==> src/rtl/seg7_pkg.sv <==
// seg7_pkg
// Shared definitions for the scanning 7-segment display driver:
//   - segment patterns (active high, bit 6 = a ... bit 0 = g)
//   - scan FSM state enum
//   - counter width helpers for the digit index and the prescaler
// Ports: none (package).
package seg7_pkg;

    localparam logic [6:0] SEG_0    = 7'b1111110;
    localparam logic [6:0] SEG_1    = 7'b0110000;
    localparam logic [6:0] SEG_2    = 7'b1101101;
    localparam logic [6:0] SEG_3    = 7'b1111001;
    localparam logic [6:0] SEG_4    = 7'b0110011;
    localparam logic [6:0] SEG_5    = 7'b1011011;
    localparam logic [6:0] SEG_6    = 7'b1011111;
    localparam logic [6:0] SEG_7    = 7'b1110000;
    localparam logic [6:0] SEG_8    = 7'b1111111;
    localparam logic [6:0] SEG_9    = 7'b1111011;
    localparam logic [6:0] SEG_DASH = 7'b0000001;
    localparam logic [6:0] SEG_OFF  = 7'b0000000;

    typedef enum logic [0:0] {
        ST_IDLE = 1'b0,
        ST_SCAN = 1'b1
    } scan_state_t;

    localparam int MAX_DIGITS = 8;

    // Width of a counter holding 0..n-1; never narrower than one bit so a
    // single-digit bank or a tiny divider still gets a legal vector.
    function automatic int cnt_width(input int n);
        return (n > 1) ? $clog2(n) : 1;
    endfunction

    localparam int MAX_IDX_W = cnt_width(MAX_DIGITS);

endpackage

==> src/rtl/seg7_decode.sv <==
// seg7_decode
// Combinational BCD to 7-segment decoder with blanking.
// Ports:
//   bcd   in  4  digit value; 10..15 show a dash
//   blank in  1  forces all segments off
//   seg   out 7  segments, active high, seg[6]=a ... seg[0]=g
module seg7_decode
    import seg7_pkg::*;
(
    input  logic [3:0] bcd,
    input  logic       blank,
    output logic [6:0] seg
);

    always_comb begin
        seg = SEG_DASH;
        if (blank) begin
            seg = SEG_OFF;
        end else begin
            case (bcd)
                4'd0:    seg = SEG_0;
                4'd1:    seg = SEG_1;
                4'd2:    seg = SEG_2;
                4'd3:    seg = SEG_3;
                4'd4:    seg = SEG_4;
                4'd5:    seg = SEG_5;
                4'd6:    seg = SEG_6;
                4'd7:    seg = SEG_7;
                4'd8:    seg = SEG_8;
                4'd9:    seg = SEG_9;
                default: seg = SEG_DASH;
            endcase
        end
    end

endmodule

==> src/rtl/seg7_scan_driver.sv <==
// seg7_scan_driver
// Time-multiplexed driver for NUM_DIGITS common-select 7-segment digits.
// A load strobe captures the BCD word into a shadow register; the shadow is
// committed to the displayed value only at frame start so a frame never
// shows a mix of old and new digits.
// Parameters:
//   NUM_DIGITS  digits scanned (1..8)
//   SCAN_DIV    clk cycles each digit stays selected (>= 2)
// Ports:
//   clk        in   system clock, rising edge
//   rst_n      in   asynchronous active-low reset
//   en         in   display enable; 0 blanks outputs and halts the scan
//   load       in   one-cycle strobe capturing bcd_in / dp_in
//   bcd_in     in   packed BCD, digit i at [4i+3:4i]
//   dp_in      in   decimal point per digit
//   seg        out  segments of selected digit, active high (a..g)
//   dp         out  decimal point of selected digit
//   an         out  one-hot digit select
//   frame_tick out  one-cycle pulse when digit 0 becomes selected
// Build option: define SEG7_LZ_BLANK_EN to enable leading-zero blanking.
module seg7_scan_driver
    import seg7_pkg::*;
#(
    parameter int NUM_DIGITS = 4,
    parameter int SCAN_DIV   = 1000
) (
    input  logic                      clk,
    input  logic                      rst_n,
    input  logic                      en,
    input  logic                      load,
    input  logic [4*NUM_DIGITS-1:0]   bcd_in,
    input  logic [NUM_DIGITS-1:0]     dp_in,
    output logic [6:0]                seg,
    output logic                      dp,
    output logic [NUM_DIGITS-1:0]     an,
    output logic                      frame_tick
);

    localparam int IDX_W = cnt_width(NUM_DIGITS);
    localparam int PRE_W = cnt_width(SCAN_DIV);
    // Selection arrays are padded to a power of two so idx indexes them
    // without range gaps; padding slots are never selected.
    localparam int SLOTS = 1 << IDX_W;

    localparam logic [IDX_W-1:0] IDX_LAST = IDX_W'(NUM_DIGITS - 1);
    localparam logic [PRE_W-1:0] PRE_LAST = PRE_W'(SCAN_DIV - 1);

    scan_state_t               state_reg, state_next;
    logic [PRE_W-1:0]          pre_reg, pre_next;
    logic [IDX_W-1:0]          idx_reg, idx_next;

    logic [4*NUM_DIGITS-1:0]   shadow_bcd_reg, shadow_bcd_next;
    logic [NUM_DIGITS-1:0]     shadow_dp_reg, shadow_dp_next;
    logic                      pending_reg, pending_next;
    logic [4*NUM_DIGITS-1:0]   disp_bcd_reg, disp_bcd_next;
    logic [NUM_DIGITS-1:0]     disp_dp_reg, disp_dp_next;

    logic [6:0]                seg_reg;
    logic                      dp_reg;
    logic [NUM_DIGITS-1:0]     an_reg;
    logic                      frame_tick_reg;

    logic                      frame_start;
    logic                      blank_out;

    // ---------------- scan FSM ----------------
    always_comb begin
        state_next  = state_reg;
        pre_next    = pre_reg;
        idx_next    = idx_reg;
        frame_start = 1'b0;
        blank_out   = 1'b0;
        case (state_reg)
            ST_IDLE: begin
                pre_next = '0;
                idx_next = '0;
                if (en) begin
                    state_next  = ST_SCAN;
                    frame_start = 1'b1;
                end else begin
                    blank_out = 1'b1;
                end
            end
            ST_SCAN: begin
                if (!en) begin
                    state_next = ST_IDLE;
                    pre_next   = '0;
                    idx_next   = '0;
                    blank_out  = 1'b1;
                end else if (pre_reg == PRE_LAST) begin
                    pre_next = '0;
                    // With one digit IDX_LAST is 0, so every prescaler wrap
                    // lands here and starts a new frame.
                    if (idx_reg == IDX_LAST) begin
                        idx_next    = '0;
                        frame_start = 1'b1;
                    end else begin
                        idx_next = idx_reg + IDX_W'(1);
                    end
                end else begin
                    pre_next = pre_reg + PRE_W'(1);
                end
            end
            default: begin
                state_next = ST_IDLE;
                pre_next   = '0;
                idx_next   = '0;
                blank_out  = 1'b1;
            end
        endcase
    end

    // ---------------- shadow / commit ----------------
    always_comb begin
        shadow_bcd_next = shadow_bcd_reg;
        shadow_dp_next  = shadow_dp_reg;
        pending_next    = pending_reg;
        disp_bcd_next   = disp_bcd_reg;
        disp_dp_next    = disp_dp_reg;

        if (load) begin
            shadow_bcd_next = bcd_in;
            shadow_dp_next  = dp_in;
            pending_next    = 1'b1;
        end

        if (frame_start) begin
            pending_next = 1'b0;
            // A load coinciding with the commit edge bypasses the shadow.
            if (load) begin
                disp_bcd_next = bcd_in;
                disp_dp_next  = dp_in;
            end else if (pending_reg) begin
                disp_bcd_next = shadow_bcd_reg;
                disp_dp_next  = shadow_dp_reg;
            end
        end
    end

    // ---------------- digit selection ----------------
    // Outputs are computed from the next idx and next display value so the
    // digit and its pattern change on the same edge, including the commit.
    logic [3:0]             digit_arr [SLOTS];
    logic                   dp_arr    [SLOTS];
    logic                   lzb_arr   [SLOTS];
    logic [NUM_DIGITS-1:0]  an_sel;

`ifdef SEG7_LZ_BLANK_EN
    // lz_chain[i] = digit i and every digit above it are zero.
    logic [NUM_DIGITS:0]    lz_chain;
    assign lz_chain[NUM_DIGITS] = 1'b1;
`endif

    generate
        for (genvar gi = 0; gi < SLOTS; gi++) begin : g_slot
            if (gi < NUM_DIGITS) begin : g_real
                assign digit_arr[gi] = disp_bcd_next[4*gi +: 4];
                assign dp_arr[gi]    = disp_dp_next[gi];
                assign an_sel[gi]    = (idx_next == IDX_W'(gi));
`ifdef SEG7_LZ_BLANK_EN
                assign lz_chain[gi]  = lz_chain[gi+1] &&
                                       (disp_bcd_next[4*gi +: 4] == 4'd0);
                if (gi == 0) begin : g_d0
                    assign lzb_arr[gi] = 1'b0;
                end else begin : g_dn
                    assign lzb_arr[gi] = lz_chain[gi];
                end
`else
                assign lzb_arr[gi]   = 1'b0;
`endif
            end else begin : g_pad
                assign digit_arr[gi] = 4'd0;
                assign dp_arr[gi]    = 1'b0;
                assign lzb_arr[gi]   = 1'b0;
            end
        end
    endgenerate

    logic [6:0] seg_dec;

    seg7_decode u_decode (
        .bcd   (digit_arr[idx_next]),
        .blank (lzb_arr[idx_next]),
        .seg   (seg_dec)
    );

    // ---------------- registers ----------------
    always_ff @(posedge clk or negedge rst_n) begin
        if (!rst_n) begin
            state_reg      <= ST_IDLE;
            pre_reg        <= '0;
            idx_reg        <= '0;
            shadow_bcd_reg <= '0;
            shadow_dp_reg  <= '0;
            pending_reg    <= 1'b0;
            disp_bcd_reg   <= '0;
            disp_dp_reg    <= '0;
            seg_reg        <= '0;
            dp_reg         <= 1'b0;
            an_reg         <= '0;
            frame_tick_reg <= 1'b0;
        end else begin
            state_reg      <= state_next;
            pre_reg        <= pre_next;
            idx_reg        <= idx_next;
            shadow_bcd_reg <= shadow_bcd_next;
            shadow_dp_reg  <= shadow_dp_next;
            pending_reg    <= pending_next;
            disp_bcd_reg   <= disp_bcd_next;
            disp_dp_reg    <= disp_dp_next;
            seg_reg        <= blank_out ? 7'd0 : seg_dec;
            dp_reg         <= blank_out ? 1'b0 : dp_arr[idx_next];
            an_reg         <= blank_out ? '0 : an_sel;
            frame_tick_reg <= frame_start;
        end
    end

    assign seg        = seg_reg;
    assign dp         = dp_reg;
    assign an         = an_reg;
    assign frame_tick = frame_tick_reg;

endmodule

==> config.mk <==
export PLATFORM = sky130hd
export DESIGN_NAME = seg7_scan_driver
export DESIGN_NICKNAME = d
export VERILOG_FILES = /design/src/rtl/seg7_pkg.sv /design/src/rtl/seg7_decode.sv /design/src/rtl/seg7_scan_driver.sv
export SDC_FILE = /design/constraint.sdc
export NUM_CORES = 1
export LEC_CHECK = 0
export ABC_AREA = 1
export CORE_ASPECT_RATIO = 1.1
export CORE_MARGIN = 2
export CORE_UTILIZATION = 55
export CTS_BUF_LIST = sky130_fd_sc_hd__clkbuf_2 sky130_fd_sc_hd__clkbuf_4 sky130_fd_sc_hd__clkbuf_8
export DETAILED_ROUTE_END_ITERATION = 16
export GPL_ROUTABILITY_DRIVEN = 0
export GPL_TIMING_DRIVEN = 0
export HOLD_SLACK_MARGIN = 0.06
export PLACE_DENSITY_LB_ADDON = 0.08
export SETUP_SLACK_MARGIN = 0.5
export SYNTH_ARGS = -nofsm -noshare
export SYNTH_HDL_FRONTEND = slang
export SYNTH_SLANG_ARGS = --single-unit
==> constraint.sdc <==
create_clock -name clk -period 2.72 [get_ports clk]
set_clock_uncertainty 0.15 [all_clocks]
set_input_delay 0.408 -clock clk [delete_from_list [all_inputs] [get_ports clk]]
set_output_delay 0.408 -clock clk [all_outputs]
set_load 0.005 [all_outputs]
==> qor.yml <==
routing:
  firstDrtPassIters: 6
  vias_per_cell: 5.53
  drt_wl_total_mm: 9.85
  wl_per_cell_um: 17.3
  post-route-drc-count: 0
  drt.antenna.violating_nets: 0
  drt_iter0_markers: 239
  num_vias: 3152
worst_setup_path:
  arrival_ns: 2.84
  worstSetupPathType: "reg2reg"
  crit_path_start_kind: "register"
  crit_path_max_fanout: 5
  cp-end-kind: "register"
  reg2reg_slack_ns: 0.001
  worstPathRequired_ns: 2.84
floorplanning:
  die_y_um: 85.4
  row_count: 29
  core-area_mm2: 0.00581
  die-area_mm2: 0.00666
  die_x_um: 78.0
  initial_core_util: 0.570
  ios: 37
synthesis:
  syn-num-nets: 430
  synth.distinct_cells: 34
  syn_inst: 399
  synthFlopType: "dfrtp_1"
  syn_avg_cell_area_um2: 8.30
  synth_area_mm2: 0.00331
  yosysSeqAreaShare: 0.506
  synth_edf_count: 0
  ys_ff_latch: 67
  yosysWarnings: 0
  async_flop_share: 1.00
global_route:
  grt_first_pass_wirelength_mm: 14.1
  grt_overflow: 0
  grt_max_degree: 68
  grt_antenna_before_repair: 0
  grt_use_total: 0.276
  grt_pass1_vias: 3039
clock_tree:
  cts.path.max_buffers: 2
  cts_tree: "built"
  clkLatencyLatePin_ns: 0.35
  cts_made_buffers: 9
  clkSinkCount: 67
  htreeDepth: 3
  cts_root_buf: "clkbuf_8"
  path_clk_slew_ns: 0.07
finish:
  utilization: 0.816
  final_common_cell: "nand2_1"
  synthToLayoutAreaGrowth_pct: 43.1
  fin_nets: 519
  fin_area_mm2: 0.00474
  n_antenna_cell: 0
  drive_gt1_frac: 0.329
  final_cells: 570
  final_cell_mix: "nand2_1 (100), dfrtp_1 (67), buf_4 (34)"
timing:
  fin_crit_sh: 1.00
  rsz0062_at_grt: "yes"
  worstMarginPinSlew_ns: 0.847
  finalHoldViolCount: 0
  relSlewSlack: 0.435
  fin_ws_ns: 0.00103
  fmax_mhz: 368
  setup_viol: 0
  period_needed_ns: 2.72
  slew_viol_final: 0
  fin_tns_setup_ns: 0
placed_design:
  io_buffers: 36
  placed_cells: 512
  place_area_mm2: 0.00381
  dpl_worst_slack_ns: -0.433
  dp_hpwl_mm: 4.79
power:
  seqPwrFrac: 0.431
  p_per_area_mw_per_mm2: 561
  irDropWorstVdd_uv: 378
  p_sw_uw: 786
  p_leak_uw: 0.00227
  power_frac_clock: 0.328
  combPwrFrac: 0.241
  p_int_uw: 1870
  switching_share: 0.296
job:
  maxCapViolCount: 0
hold_path:
  hold_class: "reg2reg"
status:
  status: "finished, final reports clean"
-- power by group through the flow --
stage / clock (uW) / sequential (uW) / combinational, uW
after floorplan: 0 / 1150 / 257
after global placement: 0 / 1150 / 406
after detailed placement: 0 / 1150 / 415
after CTS: 860 / 1130 / 494
after global routing: 921 / 1160 / 697
final: 870 / 1150 / 641
-- kinds of logic (layout without fill, tap and decap cells) --
family                     count (synthesis)  after routing  synth area share
AOI/OAI and AO/OA                         52             52            0.0899
xor gates and xnor gates                   5              5            0.0132
adders and majority gates                  7              7            0.0264
buffers and inverters                     53            147            0.0665
DFF                                       67             67             0.506
muxes                                      1              1           0.00302
and+or+nand+nor                          214            214             0.295
-- synthesized netlist by cell type (4+ instances only) --
| cell type | n | area, um^2 |
|---|---|---|
| ha_1 | 7 | 87.6 |
| xor2_1 | 4 | 35.0 |
| o21ai_0 | 29 | 145 |
| a21boi_0 | 8 | 60.1 |
| dfrtp_1 | 67 | 1680 |
| nand2_1 | 125 | 469 |
| nand2_2 | 10 | 62.6 |
| nand3_1 | 19 | 95.1 |
| inv_1 | 37 | 139 |
| nor2_2 | 5 | 31.3 |
| buf_2 | 5 | 25.0 |
| o21ai_1 | 5 | 25.0 |
| nor2_4 | 4 | 45.0 |
| nor2_1 | 34 | 128 |
| a21oi_1 | 7 | 35.0 |
-- critical path, stage by stage (launching register included) --
cell and delay, ns:
dfrtp_1 0.36, ha_2 0.20, nand2_2 0.07, nor2_4 0.20, nand4_4 0.14, nand2_4 0.13, nand2_8 0.08, buf_8 0.16
nand2_2 0.05, nand2_2 0.05, nand2_1 0.09, nand4_1 0.13, buf_6 0.16, buf_4 0.15, ha_4 0.15, inv_2 0.05
nand2_2 0.07, nand2_2 0.07, nor2_1 0.05, nor2_1 0.11
-- cell type report --
cell class | count | area (um^2)
Buffer | 11 | 90.1
Clock inverter | 2 | 35.0
Clock buffer | 14 | 168
Timing Repair Buffer | 78 | 739
Inverter | 42 | 174
Fill cell | 346 | 1070
Sequential cell | 67 | 1680
Tap cell | 77 | 96.3
Multi-Input combinational cell | 279 | 1760
-- metal layers --
metal / part of all wire / GRT usage / vias to the layer above
li1: - / - / 1429
met1: 0.39 / 0.343 / 1525
met2: 0.51 / 0.466 / 149
met3: 0.058 / 0.0468 / 49
met4: 0.044 / 0.140 / 0
met5: 0 / 0 / -
-- per-stage QoR --
step / power [uW] / hold WS, ns
after detailed placement: 1570 / 0.305
after CTS: 2490 / 0.321
after global placement: 1560 / 0.299
after global routing: 2770 / 0.338
after floorplan: 1400 / -0.0376
final: 2660 / 0.331
-- timing repair --
item,4_1_cts,5_1_grt
setup buffers,27,13
resized for setup,42,63
hold buffers,1,0
gates cloned,1,0
endpoints found under the setup margin,8,11
hold endpoints to repair,67,0
pin swaps,27,37
-- path summary, 6_finish.rpt --
check,cells past startpoint,startpoint,endpoint
hold / removal,2,shadow_bcd_reg[8],shadow_bcd_reg[8]
setup reg to reg,19,pre_reg[1],seg[0]
max in group asynchronous,2,rst_n,an[1]
min in group asynchronous,2,rst_n,shadow_bcd_reg[11]
hold reg to reg,2,shadow_bcd_reg[8],shadow_bcd_reg[8]
setup / recovery,19,pre_reg[1],seg[0]
Note: power is estimated with default switching activity, not from simulation.
